--- config.mk ---
export PLATFORM = sky130hd
export DESIGN_NAME = vdot_unit
export DESIGN_NICKNAME = d
export VERILOG_FILES = /design/src/rtl/vdot_unit.sv
export SDC_FILE = /design/constraint.sdc
export NUM_CORES = 2
export LEC_CHECK = 0
export ABC_AREA = 0
export BUFFER_PORTS_ARGS = -buffer_cell sky130_fd_sc_hd__buf_4
export CORE_ASPECT_RATIO = 0.9
export CORE_UTILIZATION = 55
export CTS_CLUSTER_SIZE = 28
export DETAILED_ROUTE_END_ITERATION = 10
export PLACE_DENSITY = 0.79
export SLEW_MARGIN = 0
export SYNTH_ARGS = -nofsm -noshare
export SYNTH_HDL_FRONTEND = slang
export SYNTH_SLANG_ARGS = --single-unit
export TNS_END_PERCENT = 20
--- constraint.sdc ---
create_clock -name clk -period 13 [get_ports clk]
set_clock_uncertainty 0.15 [all_clocks]
set_input_delay 2.6 -clock clk [delete_from_list [all_inputs] [get_ports clk]]
set_output_delay 2.6 -clock clk [all_outputs]
set_load 0.005 [all_outputs]
--- src/rtl/vdot_unit.sv ---
// ---------------------------------------------------------------------------
// vdot_unit
// Pipelined signed dot-product engine. Each accepted beat carries two 64-bit
// words of four signed 16-bit lanes; the lane-wise products are summed into a
// 64-bit signed accumulator over 'len' beats, and the final sum (optionally
// clamped at zero by ReLU) is returned through a valid/ready result port.
//
// Ports:
//   clk        clock, all state changes on the rising edge
//   rst        synchronous active-high reset, aborts any operation
//   start      one-cycle request, honoured only while idle
//   len        number of word pairs for the operation (0 = empty result)
//   relu       clamp a negative result to zero
//   in_valid   op_a/op_b carry a beat
//   in_ready   engine takes a beat this cycle (only while accumulating)
//   op_a/op_b  operand words, lane i = bits [16i+15:16i]
//   res_valid  res_data valid, held until res_ready
//   res_ready  consumer takes the result
//   res_data   signed 64-bit result
//   busy       engine is not idle
// ---------------------------------------------------------------------------
module vdot_unit #(
    parameter int LEN_W = 8
) (
    input  logic             clk,
    input  logic             rst,
    input  logic             start,
    input  logic [LEN_W-1:0] len,
    input  logic             relu,
    input  logic             in_valid,
    output logic             in_ready,
    input  logic [63:0]      op_a,
    input  logic [63:0]      op_b,
    output logic             res_valid,
    input  logic             res_ready,
    output logic [63:0]      res_data,
    output logic             busy
);

    typedef enum logic [1:0] {
        IDLE,
        ACCUM,
        DRAIN,
        DONE
    } state_t;

    state_t state;
    state_t state_next;

    logic [LEN_W-1:0]   cnt;
    logic               relu_l;
    logic signed [63:0] acc;
    logic               p_v;
    logic signed [31:0] prod [4];
    logic [63:0]        lane_sum;
    logic               beat_acc;
    logic               start_acc;
    logic               drain_done;

    assign beat_acc   = in_valid && in_ready;
    assign start_acc  = (state == IDLE) && start;
    assign drain_done = (state == DRAIN) && !p_v;

    // State register. Reset returns to IDLE regardless of what else happens
    // in the same cycle, which is what discards an in-flight operation.
    always_ff @(posedge clk) begin
        if (rst) begin
            state <= IDLE;
        end else begin
            state <= state_next;
        end
    end

    // Next-state and handshake outputs. DRAIN waits for the product stage
    // to empty so the last beat has been folded into the accumulator before
    // the result is captured.
    always_comb begin
        state_next = state;
        in_ready   = 1'b0;
        res_valid  = 1'b0;
        busy       = (state != IDLE);
        case (state)
            IDLE: begin
                if (start) begin
                    state_next = (len == '0) ? DONE : ACCUM;
                end
            end
            ACCUM: begin
                in_ready = 1'b1;
                if (in_valid && (cnt == LEN_W'(1))) begin
                    state_next = DRAIN;
                end
            end
            DRAIN: begin
                if (!p_v) begin
                    state_next = DONE;
                end
            end
            DONE: begin
                res_valid = 1'b1;
                if (res_ready) begin
                    state_next = IDLE;
                end
            end
        endcase
    end

    // Stage 1: four signed 16x16 multipliers. Products are only captured on
    // an accepted beat; p_v marks that stage 2 has fresh products to add.
    always_ff @(posedge clk) begin
        if (rst) begin
            p_v <= 1'b0;
            cnt <= '0;
            for (int i = 0; i < 4; i++) begin
                prod[i] <= '0;
            end
        end else begin
            p_v <= beat_acc;
            if (start_acc) begin
                cnt <= len;
            end else if (beat_acc) begin
                cnt <= cnt - LEN_W'(1);
            end
            if (beat_acc) begin
                for (int i = 0; i < 4; i++) begin
                    prod[i] <= $signed(op_a[16*i +: 16]) * $signed(op_b[16*i +: 16]);
                end
            end
        end
    end

    // Sign-extended sum of the four registered products.
    always_comb begin
        lane_sum = '0;
        for (int i = 0; i < 4; i++) begin
            lane_sum = lane_sum + {{32{prod[i][31]}}, prod[i]};
        end
    end

    // Stage 2 accumulator and result register. Starting an operation clears
    // both, so a zero-length operation reports zero. The result is captured
    // once, on the edge DRAIN hands over to DONE, and then held stable.
    always_ff @(posedge clk) begin
        if (rst) begin
            acc      <= '0;
            relu_l   <= 1'b0;
            res_data <= '0;
        end else begin
            if (start_acc) begin
                acc      <= '0;
                relu_l   <= relu;
                res_data <= '0;
            end else if (p_v) begin
                acc <= acc + $signed(lane_sum);
            end
            if (drain_done) begin
                res_data <= (relu_l && acc[63]) ? 64'd0 : acc;
            end
        end
    end

endmodule

== Word-level counts from Yosys, hierarchy flattened ==
Memories as Yosys holds them, arrays and structs flattened.
Index checks and enable logic that the tools add are counted.

* Bits of input ports: 142
* Output and inout port bits: 67
* Register bits after elaboration: 140
* Memory bits (writable): 128
* Logic and storage cells: 63
* Memories: 1

{| class="wikitable"
|+ Memory list
! memory !! words !! width !! read ports !! clocked after Yosys merged registers in !! wr ports !! RTL line !! source
|-
| prod || 4 || 32 || 4 || 0 || 4 || 54 || <nowiki>logic signed [31:0] prod [4];</nowiki>
|}

* Bitwise gates (word level): 4
* $mul: 4
* Reduce and logical (&&, ||, !) cells: 13
* Mux-type cells: 22
* Equal/unequal tests: 8
* Add/subtract/negate cells: 5

{| class="wikitable"
|+ Operator list
! cell !! number
|-
| 64-bit 2-to-1 mux || 3
|-
| 16-bit by 16-bit multiplier with 32-bit output || 4
|-
| 32-bit 2-to-1 mux || 4
|-
| 64-bit by 35-bit adder with 64-bit output || 1
|-
| 34-bit by 32-bit adder with 35-bit output || 1
|-
| 33-bit by 32-bit adder with 34-bit output || 1
|-
| 32-bit by 32-bit adder with 33-bit output || 1
|-
| 8-bit 2-to-1 mux || 2
|-
| 2-bit 2-to-1 mux || 5
|-
| 8-bit by 1-bit equality test with 1-bit output, second input constant || 1
|-
| 8-bit logical NOT || 1
|-
| 2-bit != test, second input constant || 4
|-
| 2-bit one-hot mux with 4 select lines || 1
|-
| 8-bit by 1-bit subtractor with 8-bit output, second input constant || 1
|-
| 1-bit 2-to-1 mux || 7
|-
| 2-bit nonzero test || 3
|-
| 1-bit logical AND || 5
|-
| 2-bit equality test, second input constant || 2
|-
| 1-bit OR || 4
|-
| 4-bit AND reduction || 1
|-
| 2-bit by 1-bit equality test with 1-bit output, second input constant || 1
|-
| 2-bit logical NOT || 1
|-
| 2-bit OR reduction || 1
|-
| 1-bit logical NOT || 1
|}

== Depth between registers and ports, before layout ==
* Depth after elaboration: 7
* Mapped depth: 26
* Gate-level depth less buffers: 25

== Worst setup path before layout ==
OpenSTA, ideal clock, no wires.

* Path kind: input to register
* Start point: input port op_a[39]
* End point: memory prod[2][31] (data pin)
* Buffers on the path: 1
* Setup time: 0.270 ns
* Cell stages on the path: 24
* Setup slack: 4.104 ns
* Data required time: 12.580 ns
* Data arrival time: 8.476 ns
* Path through: clkbuf_1 nand2_1 fa_1 inv_1 fa_1 inv_1 fa_1 inv_1 fa_1 fa_1 inv_1 fa_1 inv_1 ha_1 a21oi_2 o21ai_1 a221o_1 a22oi_2 a211oi_1 a211o_1 o41a_1 a2111oi_4 or3_1 a21oi_1

{| class="wikitable"
|+ RTL lines
! element !! RTL line !! source
|-
| start, declared || 32 || <nowiki>input logic [63:0] op_a,</nowiki>
|-
| end, declared || 54 ||
|}

==> run summary <==
The cell class contributing the biggest share of worst-path delay was adder cells. The first TritonRoute pass finished after 5 iterations. The core region area was 100200 um2; the maximum frequency from static timing analysis was 114.0 MHz. The type of element launching the critical path was an input port. The run gives 1 as the number of H-tree branching levels. The detailed-routed wire length on met3 is 10430 um, and the count of clock tree sinks is 268.

The run gives 0 as the initial antenna violation count. In this run, the number of DRC markers left after iteration 0 of detailed routing was 3290. Global routing consumed, over all layers together, 28.25% of the routing resources. The count of final max-slew check failures was 0. Dividing the final minimum period by the clock period gives 67.50%. Max-cap violations in this run came to 0. Input and output buffers added on the ports amount to 208. The run finished with clean final reports.

Of the post-synthesis cell area, the dominant cell type holds 44.45%. On the final layout, the worst hold slack is 0.3486 ns. The cell area that synthesis handed to floorplanning was 55670 um2. The total CTS buffers is 27, and the worst-case headroom to the max-slew limit is 39.04%. Synthesis produced a netlist with a net count of 7569. Final count of hold timing violations: 0. By count the netlist is led by 1236 x sky130_fd_sc_hd__fa_1, 1187 x sky130_fd_sc_hd__inv_1, 581 x sky130_fd_sc_hd__nand2_1, 515 x sky130_fd_sc_hd__and2_1, 399 x sky130_fd_sc_hd__ha_1.

Type of the tightest min-delay check: reg2reg. Entering global routing, the biggest net connects 77 pins. The top fanout value on the critical path is 16. The count of flip-flops with a built-in enable after synthesis came out at 128. For the number of fillers in the final layout, the log shows 8432. Gate count of the mapped netlist: 5792.

Subtracting the final worst setup slack from the clock period gives 8.775 ns. Signal routing reaches up to met4. Post-synthesis async set-or-reset flop share: 0%. Met1 routed wirelength after detailed routing: 59650 um. The die is 337.3 um wide. Once the clock tree was built, the resizer swapped 0 gates to a different size. Library cell with the largest summed area after synthesis: sky130_fd_sc_hd__fa_1. For the post-cts hold buffer count, the log shows 0.

Traced cell by cell, the critical path runs through buf_4 > nand2_1 > inv_1 > fa_1 > fa_1 > fa_1 > fa_1 > fa_1 > inv_1 > fa_1 > inv_1 > ha_1 > a21o_1 > nor3_1 > o21ai_0 > a31oi_1 > a21boi_1 > o41ai_1 > o211ai_1 > a21oi_1 > xnor2_1 > nor2_1. The category of the worst setup path capture point is a flip-flop. Using the TritonRoute via totals, the vias-per-cell ratio works out to 5.551.

Startpoint-to-endpoint class of the critical path: in2reg. Setup repair after global routing left no endpoint under its margin. Once detail routing completed, the nets flagged for antenna violations numbered 0.

The wire-length estimate of the detail-placed layout is 113800 um. Number of global-route vias before repair: 42820. In this run, synthesis produced a sequential element count of 268.

The routed design has 138600 um of wire. In the post-synthesis netlist, the biggest area contributors are sky130_fd_sc_hd__fa_1 44%, sky130_fd_sc_hd__ha_1 9.0%, sky130_fd_sc_hd__inv_1 8.0%, sky130_fd_sc_hd__edfxtp_1 6.9%, sky130_fd_sc_hd__and2_1 5.8%. The met2 wire length is 65630 um. The routed length per placed instance was 19.25 um; the post-route setup TNS was 0 ns. Clock-pin slew was measured on the worst setup and hold paths at 0.06 ns. The cell sitting at the root of the clock tree is a sky130_fd_sc_hd__clkbuf_16. For the pin with the worst max-slew slack, the measured transition is 0.9144 ns. The data required time of the critical path was 13.13 ns. The area growth from synthesis to layout is 6.298%. On the worst path, the slowest cell contributes a delay of 0.78 ns. Commonest register cell after synthesis: sky130_fd_sc_hd__dfxtp_1. Setup violations remaining at the end of the flow were counted as 0.

The worst slack at placement is 3.705 ns, and the post-synthesis average cell area is 9.611 um2. In the final layout, the multi-input gates occupy 43790 um2. The later pin in the worst-skew pair is clocked with a latency of 0.58 ns.

TritonCTS built the clock tree. The clock passes through at most 3 buffers. For the number of remaining DRC errors, the log shows 0. The most frequent cell on the critical path is sky130_fd_sc_hd__fa_1. The fraction of layout cells with a size suffix above 1 was 4.921%; the number of nets in the layout was 7609. After synthesis, flip-flops and latches occupy 11.94% of the total area. sky130_fd_sc_hd__fa_1 is the most common cell in the netlist.

The netlist uses 74 different library cells. For this run, the number of standard cells in the final layout without fillers is 7197. Effective utilization at floorplan: 55.56%. The first global-routing pass estimated 228500 um of wire. For flop-to-flop paths, the worst setup slack is 7.49 ns. The floorplan step defined a die boundary enclosing 102500 um2. After layout, the worst setup slack is 4.225 ns. The repair_antennas step left the layout with diodes totalling 0. Global routing finished with a remaining overflow of 0. The yosys synthesis warning count was 0; the placement row count was 110. Routability-driven placement finished with a final weighted congestion of 0.9986. 209 I/O pins were placed.

The routed via count came out at 39950. The chip height was 303.8 um. The run gives 7147 as the total instance count after detailed placement. Together, buffers and inverters on the worst path number 4. The sequential cells in the finished layout cover a total of 6650 um2. STA puts the critical path data arrival time at 8.90 ns.

The number of setup buffers added after CTS is 0. Slowest cell on the critical path: sky130_fd_sc_hd__fa_1.
## placed cells by master (no fill, tap or decap), drive strengths merged, types with 7 or more instances in the layout
| master | n |
|---|---|
| fa | 1236 |
| inv | 1188 |
| nand2 | 581 |
| and2 | 515 |
| ha | 399 |
| nor2 | 332 |
| buf | 223 |
| a21oi | 178 |
| dfxtp | 140 |
| xnor2 | 131 |
| edfxtp | 128 |
| o21ai | 94 |
| a21o | 88 |
| xor2 | 73 |
| a22oi | 65 |
| nand3 | 41 |
| clkbuf | 40 |
| nor2b | 33 |
| nand2b | 33 |
| nor3 | 29 |
| nand4 | 27 |
| a211oi | 27 |
| o21bai | 24 |
| a31oi | 23 |
| o211ai | 21 |
| and3 | 20 |
| o21a | 19 |
| mux2i | 14 |
| or3 | 9 |
| a21boi | 8 |
| o31ai | 7 |
| or4 | 7 |
| o22ai | 7 |
| clkinv | 7 |
## cell families (layout without fill, tap and decap cells)
group                      count (synthesis)  after routing  synth area share (%)
adders and majority gates               1635           1635                 53.42
AOI/OAI and AO/OA                        621            621                 7.370
and+or+nand+nor                         1650           1650                 14.36
DFF                                      268            268                 11.94
muxes                                     14             14                0.2517
xor gates and xnor gates                 204            204                 3.210
buffers and inverters                   1400           1461                 9.447
## registers in the layout (all words and copies together), names as in the netlist
register / flops
res_data: 64
acc: 64
prod: 128
relu_l: 1
state: 2
cnt: 8
p_v: 1
## area by class of cell
cell class	count	area share (%)
repair buffers	223	2.829
inverters	1188	7.536
multi-input cells	4124	74.00
well taps	1344	2.842
flip-flops and latches	268	11.24
clock buffers	40	1.413
clock inverters	10	0.1396
## metrics by stage
step                      util, %  instance area (um2)
after floorplan                 -                55670
after global placement      58.14                58250
after detailed placement    58.14                58250
after CTS                   59.06                59170
after global routing        59.06                59170
final                       59.06                59170
## tightest hold or removal path, stage by stage (launching register included)
cell	delay, ns
sky130_fd_sc_hd__dfxtp_1	0.34
sky130_fd_sc_hd__nand2_1	0.06
sky130_fd_sc_hd__o21ai_1	0.05
## layer usage
layer | GRT usage [%] | up-vias
met4 | 5.525 | 0
met1 | 40.56 | 20490
met5 | 0 | -
li1 | - | 17800
met3 | 4.531 | 201
met2 | 45.61 | 1458
## path summary, 6_finish.rpt
check                                  from           to  cells after the start
worst max-delay path               op_a[63]  prod[3][31]                     22
worst min-delay path                acc[56]      acc[56]                      2
worst max register to register  prod[3][31]      acc[59]                     14
worst min register to register      acc[56]      acc[56]                      2
Power is left out: the tool's default activity adds up to more than one toggle a clock period on the data nets, which glitch-free logic cannot reach.
